## config.mk

```make
export PLATFORM = sky130hd
export DESIGN_NAME = skid_rr_arbiter_flat
export DESIGN_NICKNAME = d
export VERILOG_FILES = /design/src/rtl/skid_rr_arbiter_pkg.sv /design/src/rtl/skid_rr_arbiter_if.sv /design/src/rtl/skid_rr_arbiter_rr_pick.sv /design/src/rtl/skid_rr_arbiter.sv /design/src/flat_wrapper.sv
export SDC_FILE = /design/constraint.sdc
export NUM_CORES = 1
export LEC_CHECK = 0
export ABC_AREA = 1
export CAP_MARGIN = 25
export CORE_ASPECT_RATIO = 1.1
export CORE_MARGIN = 2
export CORE_UTILIZATION = 35
export CTS_CLUSTER_SIZE = 10
export DETAILED_ROUTE_END_ITERATION = 8
export GPL_TIMING_DRIVEN = 0
export SETUP_SLACK_MARGIN = 0.2
export SYNTH_ARGS = -nofsm -noshare
export SYNTH_HDL_FRONTEND = slang
export SYNTH_SLANG_ARGS = --single-unit
```

## constraint.sdc

```tcl
create_clock -name clk -period 4 [get_ports clk]
set_input_delay 0.4 -clock clk [delete_from_list [all_inputs] [get_ports clk]]
set_output_delay 0.4 -clock clk [all_outputs]
set_load 0.005 [all_outputs]
```

## src/rtl/skid_rr_arbiter_pkg.sv

```systemverilog
// Shared constants and helpers for the skid-buffered round-robin FIFO arbiter.
package skid_rr_arbiter_pkg;

  localparam int MIN_PORTS = 2;
  localparam int MAX_PORTS = 8;
  localparam int BUF_DEPTH = 3;

  // Next index in round-robin order, wrapping at num_ports.
  function automatic int rr_next(input int idx, input int num_ports);
    return (idx + 1 >= num_ports) ? 0 : idx + 1;
  endfunction

endpackage

```

## src/rtl/skid_rr_arbiter_if.sv

```systemverilog
// Upstream FIFO read bundle plus downstream valid/ready stream of the arbiter.
interface skid_rr_arbiter_if #(
  parameter int DATA_WIDTH = 32,
  parameter int NUM_PORTS  = 4,
  parameter int SRC_WIDTH  = 2
);

  logic [NUM_PORTS*DATA_WIDTH-1:0] fifo_data;
  logic [NUM_PORTS-1:0]            fifo_empty;
  logic [NUM_PORTS-1:0]            fifo_pop;
  logic [NUM_PORTS-1:0]            port_en;
  logic [DATA_WIDTH-1:0]           dn_bus;
  logic [SRC_WIDTH-1:0]            dn_src;
  logic                            dn_val;
  logic                            dn_rdy;

  // Arbiter side.
  modport master (
    input  fifo_data, fifo_empty, port_en, dn_rdy,
    output fifo_pop, dn_bus, dn_src, dn_val
  );

  // FIFO / downstream environment side.
  modport slave (
    output fifo_data, fifo_empty, port_en, dn_rdy,
    input  fifo_pop, dn_bus, dn_src, dn_val
  );

endinterface

```

## src/rtl/skid_rr_arbiter_rr_pick.sv

```systemverilog
// Combinational rotate-priority pick: first candidate after last_grant, wrapping.
module skid_rr_arbiter_rr_pick
  import skid_rr_arbiter_pkg::*;
#(
  parameter int NUM_PORTS = 4,
  parameter int SRC_WIDTH = 2
) (
  input  logic [NUM_PORTS-1:0] cand,
  input  logic [SRC_WIDTH-1:0] last_grant,
  output logic                 grant_vld,
  output logic [SRC_WIDTH-1:0] grant_idx
);

  int                   idx;
  logic [NUM_PORTS-1:0] cand_sh;

  always_comb begin
    grant_vld = 1'b0;
    grant_idx = '0;
    cand_sh   = '0;
    idx       = int'(last_grant);
    for (int k = 0; k < NUM_PORTS; k++) begin
      idx     = rr_next(idx, NUM_PORTS);
      cand_sh = cand >> idx;
      if (!grant_vld && cand_sh[0]) begin
        grant_vld = 1'b1;
        grant_idx = SRC_WIDTH'(idx);
      end
    end
  end

endmodule

```

## src/rtl/skid_rr_arbiter.sv

```systemverilog
// Round-robin arbiter over NUM_PORTS one-cycle-latency FIFOs feeding a
// 3-entry in-order skid buffer with a valid/ready downstream port.
module skid_rr_arbiter
  import skid_rr_arbiter_pkg::*;
#(
  parameter int DATA_WIDTH = 32,
  parameter int NUM_PORTS  = 4,
  parameter int SRC_WIDTH  = 2
) (
  input  logic              clk,
  input  logic              rst_n,
  skid_rr_arbiter_if.master bus
);

  if (NUM_PORTS < MIN_PORTS || NUM_PORTS > MAX_PORTS) begin : g_bad_ports
    $error("skid_rr_arbiter: NUM_PORTS out of range");
  end
  if (SRC_WIDTH != $clog2(NUM_PORTS)) begin : g_bad_src
    $error("skid_rr_arbiter: SRC_WIDTH must equal clog2(NUM_PORTS)");
  end

  logic [NUM_PORTS-1:0]  cand;
  logic                  grant_vld;
  logic [SRC_WIDTH-1:0]  grant_idx;
  logic [SRC_WIDTH-1:0]  last_grant;
  logic                  room;
  logic                  pop_go;
  logic                  retire;
  logic [1:0]            wr_slot;
  logic [DATA_WIDTH-1:0] cap_word;

  // p0: pop issued, FIFO word arriving next cycle.
  logic                  vld_p0;
  logic [SRC_WIDTH-1:0]  src_p0;

  // p1: buffered words, entry 0 is the head.
  logic [1:0]            occ_p1;
  logic [DATA_WIDTH-1:0] data_p1 [BUF_DEPTH];
  logic [SRC_WIDTH-1:0]  src_p1  [BUF_DEPTH];

  assign cand = ~bus.fifo_empty & bus.port_en;

  skid_rr_arbiter_rr_pick #(
    .NUM_PORTS (NUM_PORTS),
    .SRC_WIDTH (SRC_WIDTH)
  ) rr_pick (
    .cand       (cand),
    .last_grant (last_grant),
    .grant_vld  (grant_vld),
    .grant_idx  (grant_idx)
  );

  // Reserve a slot for every word already committed, so a stalled head never overflows.
  assign room         = ({1'b0, occ_p1} + {2'b00, vld_p0}) <= 3'(BUF_DEPTH - 1);
  assign pop_go       = rst_n & room & grant_vld;
  assign bus.fifo_pop = pop_go ? (NUM_PORTS'(1) << grant_idx) : '0;

  assign retire   = bus.dn_val & bus.dn_rdy;
  assign wr_slot  = occ_p1 - {1'b0, retire};
  assign cap_word = bus.fifo_data[int'(src_p0)*DATA_WIDTH +: DATA_WIDTH];

  assign bus.dn_val = (occ_p1 != 2'd0);
  assign bus.dn_bus = data_p1[0];
  assign bus.dn_src = src_p1[0];

  always_ff @(posedge clk or negedge rst_n) begin
    if (!rst_n) begin
      vld_p0     <= 1'b0;
      occ_p1     <= 2'd0;
      last_grant <= SRC_WIDTH'(NUM_PORTS - 1);
    end else begin
      vld_p0 <= pop_go;
      occ_p1 <= occ_p1 + {1'b0, vld_p0} - {1'b0, retire};
      if (pop_go) begin
        last_grant <= grant_idx;
      end
    end
  end

  // Retire shifts the queue down; a capture then lands just past the surviving words.
  always_ff @(posedge clk) begin
    if (pop_go) begin
      src_p0 <= grant_idx;
    end
    for (int i = 0; i < BUF_DEPTH - 1; i++) begin
      if (retire) begin
        data_p1[i] <= data_p1[i+1];
        src_p1[i]  <= src_p1[i+1];
      end
    end
    for (int i = 0; i < BUF_DEPTH; i++) begin
      if (vld_p0 && wr_slot == 2'(i)) begin
        data_p1[i] <= cap_word;
        src_p1[i]  <= src_p0;
      end
    end
  end

endmodule

```

## src/flat_wrapper.sv

```systemverilog
// flat-port wrapper written by rule: the top's interface ports become plain ports
module skid_rr_arbiter_flat import skid_rr_arbiter_pkg::*;
#(
  parameter int DATA_WIDTH = 32,
  parameter int NUM_PORTS  = 4,
  parameter int SRC_WIDTH  = 2
)
  (clk, rst_n, bus_fifo_data, bus_fifo_empty, bus_port_en, bus_dn_rdy, bus_fifo_pop, bus_dn_bus, bus_dn_src, bus_dn_val);
  skid_rr_arbiter_if #(.DATA_WIDTH(DATA_WIDTH), .NUM_PORTS(NUM_PORTS), .SRC_WIDTH(SRC_WIDTH)) bus_i ();
  input  logic clk;
  input  logic rst_n;
  input wire logic [$bits(bus_i.fifo_data)-1:0] bus_fifo_data;
  input wire logic [$bits(bus_i.fifo_empty)-1:0] bus_fifo_empty;
  input wire logic [$bits(bus_i.port_en)-1:0] bus_port_en;
  input wire logic [$bits(bus_i.dn_rdy)-1:0] bus_dn_rdy;
  output wire logic [$bits(bus_i.fifo_pop)-1:0] bus_fifo_pop;
  output wire logic [$bits(bus_i.dn_bus)-1:0] bus_dn_bus;
  output wire logic [$bits(bus_i.dn_src)-1:0] bus_dn_src;
  output wire logic [$bits(bus_i.dn_val)-1:0] bus_dn_val;
  assign bus_i.fifo_data = bus_fifo_data;
  assign bus_i.fifo_empty = bus_fifo_empty;
  assign bus_i.port_en = bus_port_en;
  assign bus_i.dn_rdy = bus_dn_rdy;
  assign bus_fifo_pop = bus_i.fifo_pop;
  assign bus_dn_bus = bus_i.dn_bus;
  assign bus_dn_src = bus_i.dn_src;
  assign bus_dn_val = bus_i.dn_val;
  skid_rr_arbiter #(.DATA_WIDTH(DATA_WIDTH), .NUM_PORTS(NUM_PORTS), .SRC_WIDTH(SRC_WIDTH)) u_core (.clk(clk), .rst_n(rst_n), .bus(bus_i));
endmodule
```

==> results <==
- The clock slew seen by the registers of the worst setup and hold paths is 0.07 ns.
- The sequential element share of the synthesized area is 55.32%.
- TritonCTS built the clock tree.
- The type of the setup path with the least slack is reg -> out.
- Dividing the detail-routed via count by the number of cells gives 4.906.
- The combined area of all synthesized cells is 5876 sq um.
- The most numerous cell type found on the critical path is sky130_fd_sc_hd__nand2_1.
- In this run the standard cell core region covers 16370 sq um.
- The number of setup buffers added after CTS is 0.
- For this design the ratio of total power to cell area is 762.2 nW/um^2.
- Along the worst path, the maximum fanout reaches 7.
- The number of enable flip-flop cells after synthesis is 104.
- Static timing analysis puts the maximum clock frequency at 0.3076 GHz.
- The analysis attributes to cell leakage a power of 3.324 nW.
- The sequential cells in the finished layout cover a total of 3251 sq um.
- In the final routed layout, each cell accounts on average for 16.56 um.
- Relative to the synthesized area, the layout overhead comes to 39.57%.
- The endpoint class of the critical path is an output pin.
- The combined area of the multi-input logic cells is 2131 sq um.
- The number of global-route vias before repair was 4995.
- The detailed-route DRC error count is 0.
- Measured along the x axis, the die boundary spans 127.5 um.
- Setup repair after global routing left no endpoint under its margin.
- The share of the clock period used by the worst path after layout is 81.28%.
- The pre-CTS setup slack is 0.5692 ns.
- The average size of a mapped cell is 9.026 sq um.
- Detailed placement ended at an HPWL of 12.72 mm.
- The total congestion overflow is 0.
- The number of antenna violations at the first check in global routing was 0.
- Of the cells placed in the final design, the portion with a size suffix greater than 1 is 10.90%.
- The tightest hold path in the finished design has a slack of 0.2991 ns.
- CTS placed an instance of sky130_fd_sc_hd__clkbuf_16 at the clock tree root.
- The die footprint is 17840 sq um.
- The worst path arrival time is 2.85 ns.
- The chip height is 139.9 um.
- The first-pass iteration count of the detailed router is 5.
- The number of different library cells used by synthesis comes to 30.
- The number of violations reported at the end of detailed-routing iteration 0 is 395.
- The routed layout has 5142 vias.
- The later pin in the worst-skew pair is clocked with a latency of 0.34 ns.
- The count of hold-fix buffers inserted at cts is 0.
- The signal on the critical path passes through inv_2 > ha_1 > inv_1 > nand2_1 > nand3b_2 > nand2_1 > nand2_1 > a21oi_4 > nand3_2 > nor2_1 > clkdlybuf4s50_1.
- The number of hold violations in the final report is 0.
- In this run the critical register-to-register path is launched from u_core.occ_p1[1].
- For the worst setup path, the data required time is 3.60 ns.
- For this run, the slowest stage of the critical path takes 0.60 ns.
- In the global route stage, overall resource usage came out at 18.98%.
- In the final design database the tool counted 990 nets.
- The flow ran to the end, and the final reports show no timing, DRC or antenna violations.
- Synthesis produced a netlist whose cell count is 651.
- For the finished layout, the period the worst path requires is 3.251 ns.
- The quantity of I/O buffers inserted on ports is 177.
- The final critical-path setup slack is 0.7488 ns.
- The wire length of the first global-routing pass is 26.13 mm.
- The number of register bits inferred by synthesis is 109.
- The accumulated negative setup slack is 0 ns.
- When the netlist entered floorplanning its net count stood at 801.
- The dominant synthesized flop cell is sky130_fd_sc_hd__edfxtp_1.
- The total power consumption of the routed design is 6.250 mW.
- The final weighted congestion in routability-driven placement is 0.8454.
- The pin count of the biggest net entering global routing is 35.
- At the pin with the least slew margin, the transition time is 0.9188 ns.
- The max-capacitance violation count is 0.
- The max-slew headroom at the worst pin is 38.53%.
- The count of pins on the block boundary is 178.
- The total of warnings raised by yosys is 0.
- The share of flip-flops with an asynchronous set or reset is 4.587%.
- STA classifies the critical path startpoint as a flop.
- The number of buffers on the longest clock path is 2.
- The peak ir drop on the vdd network is 0.3107 mV.
- The number of antenna cells inserted is 0.
- On the final layout, the worst clock skew is 0.005158 ns.
- The number of levels the H-tree was split into is 3.
- The detail route stage leaves a number of antenna-violating nets equal to 0.
- Setup violations remaining at the end of the flow were counted as 0.
- The post-cts repair resize count is 0.
- Tracing the worst setup path back leads to its startpoint at u_core.last_grant[0].
- After filler insertion, the fill cell instance count of the layout stands at 1525.
- The path category of the worst min-delay check is in -> async.
- The number of pins with negative max-slew slack in the final report was 0.
- The library cell contributing the largest single delay on the critical path is sky130_fd_sc_hd__dfstp_2.
- The initial utilization of the core area, before any placement, comes to 35.89%.
- The tree built by TritonCTS fans out to 109 sinks.
- The floorplan has 49 rows.
- The number of buffers created by CTS is 9.
- The sum of routed wire length over all layers is 17.35 mm.
cell usage after synthesis (6+ instances only):
library cell               instances  area share (%)
sky130_fd_sc_hd__ha_1             11             2.3
sky130_fd_sc_hd__edfxtp_1        104              53
sky130_fd_sc_hd__inv_1            22             1.4
sky130_fd_sc_hd__buf_4            40             5.1
sky130_fd_sc_hd__o22ai_1          32             3.4
sky130_fd_sc_hd__nand2_1         229              15
sky130_fd_sc_hd__nor2_1           72             4.6
sky130_fd_sc_hd__o21ai_0          72             6.1
sky130_fd_sc_hd__nand2_2           6            0.64
sky130_fd_sc_hd__buf_2             6            0.51
sky130_fd_sc_hd__clkbuf_1         20             1.3
flip-flops by register name, summed over array words and instances, names as in the netlist:
name	cells
u_core.src_p0	2
u_core.occ_p1	2
u_core.src_p1	6
u_core.vld_p0	1
u_core.data_p1	96
u_core.last_grant	2
report_power, final:
part	internal, mW	total (mW)	switching [mW]	leakage, nW
Combinational	1.33	3.31	1.98	2.16
Sequential	1.99	2.14	0.150	1.04
Clock	0.415	0.806	0.391	0.123
Total	3.73	6.25	2.52	3.32
logic make-up (layout without fill, tap and decap cells):
| family | after synthesis | in the layout | share of synthesized area, % |
|---|---|---|---|
| DFF | 109 | 109 | 55.32 |
| adders and majority gates | 11 | 11 | 2.342 |
| and+or+nand+nor | 327 | 327 | 23.13 |
| buffers and inverters | 93 | 286 | 8.624 |
| xor gates and xnor gates | 3 | 3 | 0.4473 |
| AOI/OAI and AO/OA | 108 | 108 | 10.14 |
worst max-delay path, delay by kind of cell (launching register included):
kind,cells,cell delay [ns]
adders and majority gates,1,0.37
and+or+nand+nor,6,0.58
DFF,1,0.60
buffers and inverters,3,0.70
AOI/OAI and AO/OA,1,0.24
final timing paths:
path | cells past startpoint | end | slack, ns
max | 11 | bus_fifo_pop[3] | 0.75
min | 1 | u_core.occ_p1[1] | 0.30
max reg2reg | 10 | u_core.data_p1[0][10] | 0.80
min reg2reg | 2 | u_core.last_grant[1] | 0.49
max in group asynchronous | 1 | u_core.last_grant[0] | 3.43
min in group clk | 2 | u_core.last_grant[1] | 0.49
layout make-up:
| type | instances | share of cell area [%] |
|---|---|---|
| Tap cell | 204 | 3.113 |
| Clock buffer | 10 | 2.792 |
| Multi-Input combinational cell | 449 | 25.98 |
| Buffer | 66 | 4.944 |
| Sequential cell | 109 | 39.64 |
| Inverter | 27 | 1.236 |
| Clock inverter | 5 | 0.3509 |
| Timing Repair Buffer | 178 | 21.94 |
cells in the final DEF (no fill, tap or decap), drive strengths merged:
cell	n
nand2	240
clkdlybuf4s50	177
edfxtp	104
nor2	74
o21ai	73
buf	47
o22ai	32
clkbuf	30
inv	27
ha	11
nand3	7
clkinv	4
dfrtp	3
nor3	3
a21oi	3
xor2	2
dfstp	2
nand3b	1
nand4	1
xnor2	1
or2	1
clkinvlp	1
metal layers:
metal / GRT usage (%) / up-vias / part of all wire [%]
met3: 3.552 / 17 / 7.5
met5: 0 / - / 0
met4: 5.090 / 0 / 1.9
li1: - / 2518 / -
met2: 33.04 / 216 / 49
met1: 24.23 / 2391 / 42
metrics by stage:
| stage | util, % | instance area, sq um | std cells |
|---|---|---|---|
| 2_1_floorplan | - | 5876 | 651 |
| 3_3_place_gp | 48.28 | 7903 | 1032 |
| 3_5_place_dp | 48.52 | 7943 | 1033 |
| 4_1_cts | 50.10 | 8200 | 1048 |
| 5_1_grt | 50.10 | 8200 | 1048 |
| 6_report | 50.10 | 8200 | 1048 |
Power figures use the tool's default switching activity.
